<file path="src/rtl/collect_usb_core.sv">
// collect_usb_core -- collector-side protocol responder for the console USB core.
//
// Announces itself with a DTYPE bag after reset, then serves command bags
// from the console: DCONF runs the local config handshake and answers with
// DTEMP, DCONV runs the convert handshake and answers with a DATA bag for the
// requested index, CLINK is a keep-alive only. A free-running link counter
// flags link_lost when no valid bag has been decoded for LINK_TIMEOUT clocks.
//
// Ports:
//   clk, rst            system clock, asynchronous active-high reset
//   fs_read / fd_read   receiver handshake (bag decoded / bag consumed)
//   read_btype          received bag type, valid while fs_read is high
//   read_didx           data index carried by a DCONV bag
//   fs_conf / fd_conf   config logic request / done
//   fs_conv / fd_conv   convert logic request / done
//   fs_send / fd_send   transmitter request / done
//   send_btype          type of bag to transmit
//   data_idx            index of the DATA bag being answered
//   link_lost           no valid bag within LINK_TIMEOUT clocks
module collect_usb_core #(
  parameter logic [31:0] LINK_TIMEOUT = 32'd15_000_000,
  parameter logic [3:0]  DATA_IDX_MAX = 4'h5
) (
  input  logic       clk,
  input  logic       rst,
  input  logic       fs_read,
  output logic       fd_read,
  input  logic [3:0] read_btype,
  input  logic [3:0] read_didx,
  output logic       fs_conf,
  input  logic       fd_conf,
  output logic       fs_conv,
  input  logic       fd_conv,
  output logic       fs_send,
  input  logic       fd_send,
  output logic [3:0] send_btype,
  output logic [3:0] data_idx,
  output logic       link_lost
);

  // Received bag codes
  localparam logic [3:0] BT_DCONF = 4'b0001;
  localparam logic [3:0] BT_DCONV = 4'b1001;
  localparam logic [3:0] BT_CLINK = 4'b1011;
  // Sent bag codes
  localparam logic [3:0] BT_DTYPE = 4'b1001;
  localparam logic [3:0] BT_DTEMP = 4'b1010;
  localparam logic [3:0] BT_DATA  = 4'b0101;
  localparam logic [3:0] BT_INIT  = 4'b0000;

  typedef enum logic [8:0] {
    MAIN_IDLE = 9'b000000001,
    TYPE_SEND = 9'b000000010,
    MAIN_WAIT = 9'b000000100,
    DECODE    = 9'b000001000,
    CONF_WORK = 9'b000010000,
    CONF_SEND = 9'b000100000,
    CONV_WORK = 9'b001000000,
    CONV_SEND = 9'b010000000,
    READ_DONE = 9'b100000000
  } state_t;

  state_t      state, state_nxt;
  logic [3:0]  btype_q;
  logic [3:0]  didx_q;
  logic [31:0] link_cnt;
  logic        valid_decode;

  // A decoded bag counts as link activity only if its type is recognised.
  assign valid_decode = (state == DECODE) &&
                        ((btype_q == BT_DCONF) || (btype_q == BT_DCONV) ||
                         (btype_q == BT_CLINK));

  // State register
  always_ff @(posedge clk or posedge rst) begin
    if (rst) state <= MAIN_IDLE;
    else     state <= state_nxt;
  end

  // Next state and handshake decodes
  always_comb begin
    state_nxt = state;
    fd_read   = 1'b0;
    fs_conf   = 1'b0;
    fs_conv   = 1'b0;
    fs_send   = 1'b0;
    unique case (state)
      MAIN_IDLE: state_nxt = TYPE_SEND;
      TYPE_SEND: begin
        fs_send = 1'b1;
        if (fd_send) state_nxt = MAIN_WAIT;
      end
      MAIN_WAIT: if (fs_read) state_nxt = DECODE;
      DECODE: begin
        if (btype_q == BT_DCONF)      state_nxt = CONF_WORK;
        else if (btype_q == BT_DCONV) state_nxt = CONV_WORK;
        else                          state_nxt = READ_DONE;
      end
      CONF_WORK: begin
        fs_conf = 1'b1;
        if (fd_conf) state_nxt = CONF_SEND;
      end
      CONF_SEND: begin
        fs_send = 1'b1;
        if (fd_send) state_nxt = READ_DONE;
      end
      CONV_WORK: begin
        fs_conv = 1'b1;
        if (fd_conv) state_nxt = CONV_SEND;
      end
      CONV_SEND: begin
        fs_send = 1'b1;
        if (fd_send) state_nxt = READ_DONE;
      end
      READ_DONE: begin
        fd_read = 1'b1;
        if (!fs_read) state_nxt = MAIN_WAIT;
      end
      default: state_nxt = MAIN_IDLE;
    endcase
  end

  // Received bag latch
  always_ff @(posedge clk or posedge rst) begin
    if (rst) begin
      btype_q <= BT_INIT;
      didx_q  <= '0;
    end else if ((state == MAIN_WAIT) && fs_read) begin
      btype_q <= read_btype;
      didx_q  <= read_didx;
    end
  end

  // Response bag type, loaded on entry to each send state
  always_ff @(posedge clk or posedge rst) begin
    if (rst) begin
      send_btype <= BT_INIT;
    end else begin
      if (state == MAIN_IDLE)                 send_btype <= BT_DTYPE;
      else if ((state == CONF_WORK) && fd_conf) send_btype <= BT_DTEMP;
      else if ((state == CONV_WORK) && fd_conv) send_btype <= BT_DATA;
    end
  end

  // DATA index, out-of-range requests fold to 0
  always_ff @(posedge clk or posedge rst) begin
    if (rst) begin
      data_idx <= '0;
    end else if ((state == DECODE) && (btype_q == BT_DCONV)) begin
      data_idx <= (didx_q > DATA_IDX_MAX) ? '0 : didx_q;
    end
  end

  // Link watchdog; a valid decode takes priority over saturation
  always_ff @(posedge clk or posedge rst) begin
    if (rst) begin
      link_cnt  <= '0;
      link_lost <= 1'b0;
    end else if (valid_decode) begin
      link_cnt  <= '0;
      link_lost <= 1'b0;
    end else if (link_cnt >= LINK_TIMEOUT - 32'd1) begin
      link_cnt  <= LINK_TIMEOUT - 32'd1;
      link_lost <= 1'b1;
    end else begin
      link_cnt  <= link_cnt + 32'd1;
    end
  end

endmodule

</file>
<file path="config.mk">
export PLATFORM = sky130hd
export DESIGN_NAME = collect_usb_core
export DESIGN_NICKNAME = d
export VERILOG_FILES = /design/src/rtl/collect_usb_core.sv
export SDC_FILE = /design/constraint.sdc
export NUM_CORES = 1
export LEC_CHECK = 0
export BUFFER_PORTS_ARGS = -buffer_cell sky130_fd_sc_hd__buf_2
export CORE_AREA = 3 3 78 135
export CTS_CLUSTER_DIAMETER = 200
export DETAILED_ROUTE_END_ITERATION = 6
export DIE_AREA = 0 0 81 138
export HOLD_SLACK_MARGIN = 0.08
export PLACE_DENSITY_LB_ADDON = 0.25
export SYNTH_ARGS = -nofsm -noshare
export SYNTH_HDL_FRONTEND = slang
export SYNTH_SLANG_ARGS = --single-unit
</file>
<file path="constraint.sdc">
create_clock -name clk -period 2.8 [get_ports clk]
set_clock_uncertainty 0.2 [all_clocks]
set_input_delay 0.42 -clock clk [delete_from_list [all_inputs] [get_ports clk]]
set_output_delay 0.42 -clock clk [all_outputs]
set_load 0.03 [all_outputs]
</file>
* After elaboration in Yosys (flattened, before gate mapping)
Index checks and enable logic that the tools add are counted.
** Word-level totals
- Flip-flop bits (word level) :: 58
- Word-level logic and storage cells :: 61
- Bits in writable memories :: 0
- Output and inout bits :: 13
- ROM bits :: 0
- Memories :: 0
- Bits of input ports :: 14
- Bits in latches :: 0
** Operators by class
- Divide/modulo/power cells :: 0
- Shifts and indexed selects :: 0
- Mux-type cells :: 21
- Multiply operators :: 0
- Add/subtract/negate cells :: 1
- Reductions and logical operators :: 12
- Bitwise operators :: 0
- Eq/ne operators :: 18
- Magnitude comparators :: 2
** Operators by type and width (count)
- $mux 9 :: 8
- $pmux 9 s8 :: 1
- $mux 32 :: 2
- $add 32x1->32 const B :: 1
- $ge 32x24->1 const B :: 1
- $mux 4 :: 4
- $ne 2x2->1 const B :: 5
- $eq 9x1->1 const B :: 1
- $eq 9x2->1 const B :: 1
- $eq 9x3->1 const B :: 1
- $eq 9x4->1 const B :: 1
- $eq 9x5->1 const B :: 1
- $eq 9x6->1 const B :: 1
- $eq 9x7->1 const B :: 1
- $eq 9x8->1 const B :: 1
- $eq 9x9->1 const B :: 1
- $eq 4x4->1 const B :: 2
- $mux 1 :: 6
- $reduce_and 6->1 :: 1
- $logic_and 1x1->1 :: 5
- $eq 4x1->1 const B :: 1
- $gt 4x3->1 const B :: 1
- $reduce_bool 3->1 :: 1
- $reduce_or 3->1 :: 1
- 4 further kinds :: 5

* Depth between registers and ports, before layout
Gate-level depths: netlist of the first run.
- Depth in word-level cells :: 5
- Gate-level depth with buffers :: 7
- Mapped depth without buffers :: 6

* Worst setup path before layout of the first run
No wires, ideal clock.
- Kind :: flip-flop to output port
- Start :: register state[1]
- End :: output fs_conv
- Cell stages (with the launch flop) :: 6
- Path buffers :: 1
- Arrival time :: 1.522 ns
- Required time :: 2.180 ns
- Slack :: 0.658 ns
- Path through :: dfrtp_1 -> buf_6 -> or4_4 -> nor3_4 -> nand3_1 -> inv_1
** On the way
- Longest elaborated chain between the ends :: 2
** Ends and longest elaborated chain
- start, declared :: RTL line 63 : state_t state, state_nxt;
- start signal, assigned :: RTL line 77 : else state <= state_nxt;
- $eq 9x7->1 :: RTL line 87 : unique case (state)
- $mux 1 :: RTL line 87
- end, declared :: RTL line 32 : output logic fs_conv,
No other way between the ends.

* Worst setup path after layout of the first run
Same ends and word-level chain as after synthesis.

==> results of run 1 <==
-- what timing repair did --
item,in CTS,in global routing
endpoints found under the hold margin,10,0
hold buffers,1,0
resized for setup,0,0
-- layer usage --
metal  wire length, um  vias to the layer above
met4               193                        0
met3               171                       12
li1                  -                     1061
met2              3530                       32
met1              2320                     1060
met5                 0                        -
-- logic make-up (layout without fill, tap and decap cells) --
| kind of cell | Yosys count | after routing | share of synthesized area (%) |
|---|---|---|---|
| xor gates and xnor gates | 24 | 24 | 7.37 |
| adders and majority gates | 1 | 1 | 0.439 |
| DFF | 58 | 58 | 51.0 |
| other | 1 | 8 | 0.132 |
| and+or+nand+nor | 117 | 117 | 23.7 |
| AOI/OAI and AO/OA | 47 | 47 | 10.6 |
| muxes | 8 | 8 | 3.16 |
| buffers and inverters | 22 | 60 | 3.64 |
-- worst paths after layout --
path	slack, ns	endpoint
setup / recovery	0.20	fs_conv
hold / removal	0.13	didx_q[3]
setup reg to reg	0.65	data_idx[2]
hold reg to reg	0.27	send_btype[3]
max in group asynchronous	1.35	link_cnt[8]
min in group asynchronous	0.37	didx_q[1]
-- registers in the layout, indices dropped and copies added (netlist names) --
name and flops:
data_idx 4, state 9, didx_q 4, link_lost 1
send_btype 4, btype_q 4, link_cnt 32
-- metrics by stage --
stage	area [um^2]	power (W)	hold slack, ns
final	3410	0.00245	0.131
after global routing	3410	0.00259	0.129
after CTS	3410	0.00249	0.124
after detailed placement	3130	0.00150	0.176
after global placement	3130	0.00149	0.171
after floorplan	2880	0.00139	0.264
-- Yosys cell counts (all sizes together), types with 2 or more instances --
| library cell | count | share of area [%] |
|---|---|---|
| nor4 | 7 | 2.1 |
| and2 | 4 | 0.88 |
| mux2 | 8 | 3.2 |
| dfrtp | 57 | 50 |
| nand3 | 15 | 2.8 |
| a21oi | 21 | 3.7 |
| and4 | 5 | 1.5 |
| nand2 | 19 | 2.5 |
| o41ai | 2 | 0.61 |
| buf | 5 | 1.4 |
| nand2b | 2 | 0.44 |
| nor2 | 27 | 3.6 |
| nand4 | 13 | 3.3 |
| clkbuf | 4 | 0.53 |
| nor2b | 3 | 0.66 |
| nand3b | 2 | 0.53 |
| xor2 | 12 | 3.7 |
| nor3 | 8 | 2.2 |
| and3 | 4 | 0.88 |
| xnor2 | 12 | 3.7 |
| inv | 13 | 1.7 |
| o31ai | 2 | 0.53 |
| o211ai | 3 | 0.79 |
| o21ai | 11 | 2.2 |
-- worst register-to-register path, cell delays in order, from the launching register on --
cell and delay [ns]:
dfrtp_1 0.54, nor4_4 0.42, and3_1 0.31, nand4_2 0.26
o41ai_1 0.32
-- layout make-up --
cell class	instances	area, um^2	share of cell area, %
well taps	122	153	4.48
repair buffers	31	170	4.99
clock inverters	3	15.0	0.440
multi-input cells	205	1320	38.7
inverters	13	48.8	1.43
clock buffers	13	250	7.34
flip-flops and latches	58	1450	42.6
-- power by group --
group / switching (W) / internal, W
clock network: 0.000350 / 0.000617
registers: 0.000103 / 0.000938
logic: 0.000258 / 0.000188
total: 0.000711 / 0.00174
==> impl_results.md, run 1 <==
- FFs w/ async S/R, synth: 100%
- All-layer global routing usage: 12.4%
- Die Ht: 138 um
- Final Setup Violations: 0
- Most used routing layer: met2
- Crit Path Class: register to primary output
- Setup WS pre-CTS: 0.558 ns
- Residual DRC: 0
- Max Clk Rate: 0.384 GHz
- Post-DP HPWL: 4640 um
- Dpl cells: 428
- Clk slew on worst S/H paths: 0.05 ns
- Synth Flop Type: dfrtp_1
- Tcrit/Tclk final: 92.9%
- Worst Setup End Kind: primary output
- Post-synth EDFFs: 0
- Critical Path Stages: 5
- Critical path cell sequence: or4_4 > nor3_4 > nand3_1 > inv_1 > buf_2
- Wire per inst: 14.0 um
- Initial Utilization: 29.9%
- Worst-Margin Slew: 0.516 ns
- Max IR drop VDD: 0.297 mV
- RSZ-0062 raised after global routing: no
- Delay-heaviest family, CP: simple AND/OR/NAND/NOR gates
- Clock root buffer: clkbuf_16
- Drt total wl: 6220 um
- Yosys warning count: 0
- Site Rows: 47
- Final worst path period need: 2.60 ns
- Share of cells above drive strength 1: 20.4%
- Ant. Diodes: 0
- Clock Tree Buf Depth: 2
- Crit path largest cell delay: 0.63 ns
- First-pass GRT wire length: 10700 um
- Commonest non-fill, non-tap cell in the layout: dfrtp_1
- Max stage delay cell, worst path: or4_4
- Synthesized area per cell: 10.3 um^2
- Headroom to the max-slew limit: 65.3%
- LEAKAGE: 1.48 nW
- Pwr/cell area: 720 nW/um^2
- Final WS setup: 0.199 ns
- Clk sink count: 58
- Worst Path Required: 2.18 ns
- Worst Reg2Reg Path Length in Cells: 4
- Die W: 81 um
- Critical Path Start: state[1]
- Vias/cell: 4.87
- Met2 GRT Util: 22.7%
- Global route overflow: 0
- Most frequent cells in the layout: 57 x dfrtp_1, 27 x nor2_1, 26 x buf_2
- CTS HTree Levels: 3
- Post-synthesis sequential area ratio: 51.0%
- M3 GR Usage: 2.67%
- Max-slew violation count: 0
- Vias in the first global route: 2236
- Synth unique cells: 50
- CTS tree: built
- DIE AREA: 11200 um^2
- #FFs+latches synth: 58
- Largest net degree at the start of global routing: 31
- Hold Vio Cnt, Final: 0
- Crit path arrival time: 1.98 ns
- DRT iter0 DRCs: 76
- Worst setup SP type: register
- Fin Setup TNS: 0 ns
- GR Layer Usage met1: 12.5%
- Post-Syn Instances: 278
- Area Growth Syn to Fin: 19.6%
- CP Buf/Inv Count: 2
- IO Pins: 27
- I/O Buffers: 26
- Worst-path fanout max: 8
- Nets: 333
- Netlist Area Pre-Place: 2850 um^2
- Hold Path Origin: read_didx[3]
- Routability Congestion: 0.764
- Routed Antenna Nets: 0
- Max-cap violation count: 0
- WHS Path Cells: 2
- Status: finished clean
- Post-CTS Setup Bufs: 0
- Clock latency on the worst-skew pair: 0.32 ns
- Final Non-Filler Cells: 445
- Core Region: 9530 um^2
- Number of buffers created by CTS: 9
- Hold WC Path Type: input port to register
- RR Startpoint: state[8]
- Via count: 2165
- Fillers: 994
- Initial antenna violation count: 0
- Pre-antenna DRT Iters: 4
- Final Util: 35.8%
Power figures use the tool's default switching activity.
==> inputs of run 2 (changes only) <==
--- a/config.mk
+++ b/config.mk
@@ -5,11 +5,11 @@
 export SDC_FILE = /design/constraint.sdc
 export NUM_CORES = 1
 export LEC_CHECK = 0
-export BUFFER_PORTS_ARGS = -buffer_cell sky130_fd_sc_hd__buf_2
-export CORE_AREA = 3 3 78 135
+export BUFFER_PORTS_ARGS = -buffer_cell sky130_fd_sc_hd__clkbuf_2
+export CORE_AREA = 3 3 87 122
 export CTS_CLUSTER_DIAMETER = 200
 export DETAILED_ROUTE_END_ITERATION = 6
-export DIE_AREA = 0 0 81 138
+export DIE_AREA = 0 0 90 125
 export HOLD_SLACK_MARGIN = 0.08
 export PLACE_DENSITY_LB_ADDON = 0.25
 export SYNTH_ARGS = -nofsm -noshare
==> run 2 against run 1 <==
Against the previous run: final cell count grew 2.2%; clock-buffer cell count shrank 3; cell area up 1.9%; critical path depth unchanged; register-to-register slack lost 0.03 ns; setup slack improved by 0.029 ns; clock power grew 19%; critical endpoint unchanged; largest cell class unchanged; worst hold slack improved by 0.0036 ns; via count down 1.1%; non-clock buffer count is the same; first-iteration DRC count is 13% lower; core utilization rose by 0.55 points; critical path type unchanged.
==> impl_results.md, run 2 (same netlist as run 1, synthesis figures left out) <==
- Most flops, register: link_cnt
- Status: finished clean
- Worst Setup End Kind: primary output
- Hold_ws: 0.135 ns
- Worst Path Required: 2.18 ns
- Max-cap violation count: 0
- Number of buffers created by CTS: 9
- Worst Reg2Reg Path Length in Cells: 5
- Final Setup Violations: 0
- Max stage delay cell, worst path: or4_4
- Max Clk Rate: 0.389 GHz
- Hold Vio Cnt, Final: 0
- Site Rows: 42
- Clock latency on the worst-skew pair: 0.32 ns
- WHS Path Cells: 2
- Fillers: 1017
- Reg2Reg Setup Slack: 0.62 ns
- Post-DP HPWL: 4410 um
- CTS tree: built
- LEAKAGE: 1.51 nW
- Vias/cell: 4.71
- Post-CTS Resized: 0
- IO Pins: 27
- Tcrit/Tclk final: 91.9%
- Clk slew on worst S/H paths: 0.05 ns
- First-pass GRT wire length: 10100 um
- Core Region: 9560 um^2
- Share of cells above drive strength 1: 21.4%
- Most frequent cells in the layout: 57 x dfrtp_1, 27 x nor2_1, 26 x clkbuf_2
- I/O Buffers: 26
- Vias in the first global route: 2146
- Fin Setup TNS: 0 ns
- Final worst path period need: 2.57 ns
- Pre-antenna DRT Iters: 4
- Worst setup SP type: register
- Crit path largest cell delay: 0.61 ns
- Wire per inst: 13.0 um
- Final Util: 36.3%
- Max-slew violation count: 0
- Via count: 2141
- Routed Antenna Nets: 0
- Residual DRC: 0
- Drt total wl: 5920 um
- Die Ht: 125 um
- Clk sink count: 58
- Initial antenna violation count: 0
- Hold Path Sink: didx_q[3]
- Area Growth Syn to Fin: 21.9%
- Initial Utilization: 29.8%
- Worst-path fanout max: 8
- DRT iter0 DRCs: 66
- Hold Path Origin: read_didx[3]
- CP Buf/Inv Count: 2
- Number of hold buffers added after CTS: 1
- Routability Congestion: 0.885
- Crit Path Class: register to primary output
- Die W: 90 um
- Post-CTS Setup Bufs: 0
- CTS HTree Levels: 3
- Delay-heaviest family, CP: simple AND/OR/NAND/NOR gates
- Global route overflow: 0
- RR Startpoint: state[8]
- Nets: 333
- Max reg flops: 32
- Max IR drop VDD: 0.314 mV
- Ant. Diodes: 0
- RSZ-0062 raised after global routing: no
- Largest net degree at the start of global routing: 25
- Clock root buffer: clkbuf_16
- All-layer global routing usage: 11.2%
- Hold WC Path Type: input port to register
- Crit path arrival time: 1.95 ns
- Commonest non-fill, non-tap cell in the layout: dfrtp_1
- Top Registers: link_cnt: 32 flops, state: 9 flops
- DIE AREA: 11300 um^2
- Pwr/cell area: 756 nW/um^2
- Reg2reg end: link_cnt[13]
- Clock Tree Buf Depth: 2
- Critical path cell sequence: or4_4 > nor3_4 > nand3_1 > inv_1 > clkbuf_2
[run 2: changes by cell type in the layout (fill, tap and decap cells not counted), sizes merged]
cell    change
bufinv      +2
clkinv      +1
clkbuf     +23
buf        -26
[run 2: report_power, final]
part | internal, W | switching [W] | total (W) | leakage, nW
registers | 0.000937 | 0.0000999 | 0.00104 | 0.681
clock network | 0.000795 | 0.000356 | 0.00115 | 0.162
logic | 0.000188 | 0.000252 | 0.000440 | 0.667
[run 2: metal layers]
| metal | GRT usage, % | wire, um |
|---|---|---|
| met1 | 12.7 | 2530 |
| met2 | 18.7 | 2980 |
| met3 | 3.79 | 233 |
| met4 | 5.41 | 172 |
| met5 | 0 | 0 |
[run 2: how the worst max path moves through the flow]
stage | start | endpoint | slack [ns] | cells after the start
floorplan | state[1] | fs_conv | 0.66 | 5
global placement | state[1] | fs_conv | 0.59 | 5
detailed placement | state[1] | fs_conv | 0.57 | 5
CTS | state[1] | fs_conv | 0.22 | 5
global route | state[1] | fs_conv | 0.13 | 5
finish | state[1] | fs_conv | 0.23 | 5
[run 2: cell type report]
cell class	instances	area [um^2]	share of cell area, %
clock buffer	10	239	6.88
clock inverter	6	80.1	2.30
inverter	13	48.8	1.40
multi-input combinational	205	1320	38.0
sequential	58	1450	41.8
tap	132	165	4.75
timing repair buffer	31	170	4.90
[run 2: stage by stage]
step                worst slack, ns  cell area [um^2]  std cells  total power [W]
detailed placement            0.566              3150        438          0.00149
global placement              0.594              3150        438          0.00149
finish                        0.228              3480        455          0.00263
CTS                           0.216              3480        455          0.00267
global route                  0.133              3480        455          0.00277
floorplan                     0.658              2880        285          0.00139
==> inputs of run 3 (changes only) <==
==> constraint.sdc (replaced) <==
create_clock -name clk -period 2.7 [get_ports clk]
set_clock_uncertainty 0.2 [all_clocks]
set_input_delay 0.405 -clock clk [delete_from_list [all_inputs] [get_ports clk]]
set_output_delay 0.405 -clock clk [all_outputs]
set_load 0.03 [all_outputs]
==> run 3 against run 2 <==
Against the previous run: flip-flop and latch count stayed put; cell area is 1.0% higher; register-to-register slack worse by 0.14 ns; total power is 8.3% higher; sequential share of layout area is 0.38 points lower; first-iteration DRC count is 27% higher; final cell count stayed put; critical path type unchanged.
==> impl_results.md, run 3 (same netlist as run 1, synthesis figures left out) <==
- Global route overflow: 0
- Share of cells above drive strength 1: 21.7%
- Initial antenna violation count: 0
- Ant. Diodes: 0
- Vias/cell: 4.78
- LEAKAGE: 1.52 nW
- Routability Congestion: 0.888
- Reg2Reg Setup Slack: 0.48 ns
- Die W: 90 um
- Reg2reg end: link_cnt[15]
- Clk slew on worst S/H paths: 0.05 ns
- Worst-path fanout max: 10
- Hold WC Path Type: input port to register
- CTS HTree Levels: 3
- Crit Path Class: register to primary output
- IO Pins: 27
- Top Registers: link_cnt: 32 flops, state: 9 flops
- Hold Path Sink: didx_q[0]
- RSZ-0062 raised after global routing: no
- Worst-Margin Slew: 0.526 ns
- Final Setup Violations: 0
- Residual DRC: 0
- Post-CTS Setup Bufs: 0
- Status: finished clean
- All-layer global routing usage: 11.4%
- Most flops, register: link_cnt
- Number of buffers created by CTS: 9
- CTS tree: built
- First-pass GRT wire length: 10200 um
- Final Util: 36.7%
- Clock root buffer: clkbuf_16
- Max IR drop VDD: 0.309 mV
- Worst Reg2Reg Path Length in Cells: 5
- Hold Vio Cnt, Final: 0
- Max-cap violation count: 0
- Post-DP HPWL: 4470 um
- Setup WS pre-CTS: 0.491 ns
- Fillers: 978
- Max reg flops: 32
- Most frequent cells in the layout: 56 x dfrtp_1, 27 x nor2_1, 26 x clkbuf_2
- Vias in the first global route: 2211
- Clk sink count: 58
- DIE AREA: 11300 um^2
- Worst Path Required: 2.10 ns
- Area Growth Syn to Fin: 23.2%
- Die Ht: 125 um
- Nets: 333
- Clock Tree Buf Depth: 2
- Routed Antenna Nets: 0
- Wire per inst: 13.0 um
- Pwr/cell area: 811 nW/um^2
- Via count: 2174
- Tcrit/Tclk final: 93.8%
- Fin Setup TNS: 0 ns
- Crit path arrival time: 1.93 ns
- Worst Setup End Kind: primary output
- Hold Path Origin: read_didx[0]
- Site Rows: 42
- RR Startpoint: state[8]
- Max Clk Rate: 0.395 GHz
- Max-slew violation count: 0
- Pre-antenna DRT Iters: 5
- I/O Buffers: 26
- Final worst path period need: 2.53 ns
- Final WS setup: 0.167 ns
- Initial Utilization: 29.8%
- Clock latency on the worst-skew pair: 0.32 ns
- Drt total wl: 5910 um
- Worst setup SP type: register
- Headroom to the max-slew limit: 64.9%
- Commonest non-fill, non-tap cell in the layout: dfrtp_1
- Core Region: 9560 um^2
- WHS Path Cells: 2
- Largest net degree at the start of global routing: 27
- DRT iter0 DRCs: 84
==> run 3: power by group <==
group | internal [W] | switching, W | leakage (nW) | total (W)
logic | 0.000195 | 0.000259 | 0.667 | 0.000455
clock network | 0.000946 | 0.000369 | 0.176 | 0.00131
registers | 0.000974 | 0.000102 | 0.679 | 0.00108
==> run 3: worst max-delay path, cell delays in order (launching register included) <==
cell      delay [ns]
dfrtp_1         0.53
or4b_1          0.61
nor3_4          0.22
clkbuf_2        0.25
==> run 3: how the worst max path moves through the flow <==
stage,from,endpoint,cells past startpoint
finish,state[7],fs_conf,3
global route,state[1],fs_conv,5
CTS,state[1],fs_conv,5
detailed placement,state[1],fs_conv,5
global placement,state[1],fs_conv,5
floorplan,state[1],fs_conv,5
==> run 3: cell type report <==
cell class                      instances  area (um^2)  area share, %
Multi-Input combinational cell        205         1320           37.6
Sequential cell                        58         1450           41.4
Clock inverter                          5          100           2.85
Timing Repair Buffer                   31          170           4.85
Inverter                               13         48.8           1.39
Tap cell                              132          165           4.70
Clock buffer                           11          253           7.20
==> run 3: metal layers <==
metal	part of all wire [%]	GRT usage [%]	routed length, um	vias up
met5	0	0	0	-
met4	3.2	7.57	188	0
li1	-	-	-	1062
met3	4.1	3.19	245	15
met1	42	12.1	2460	1043
met2	51	19.5	3020	54
==> run 3: repair_timing <==
action                                  4_1_cts  5_1_grt
endpoints found under the hold margin        23        0
gates resized for setup                       0        1
hold buffers                                  1        0
endpoints found under the setup margin        0        1
==> run 3: stage by stage <==
| stage | instances | hold WS (ns) | area [um^2] | power, W |
|---|---|---|---|---|
| 3_5_place_dp | 438 | 0.259 | 3150 | 0.00155 |
| 2_1_floorplan | 285 | 0.264 | 2880 | 0.00144 |
| 3_3_place_gp | 438 | 0.258 | 3150 | 0.00154 |
| 6_report | 455 | 0.114 | 3510 | 0.00285 |
| 5_1_grt | 455 | 0.123 | 3510 | 0.00299 |
| 4_1_cts | 455 | 0.103 | 3510 | 0.00289 |
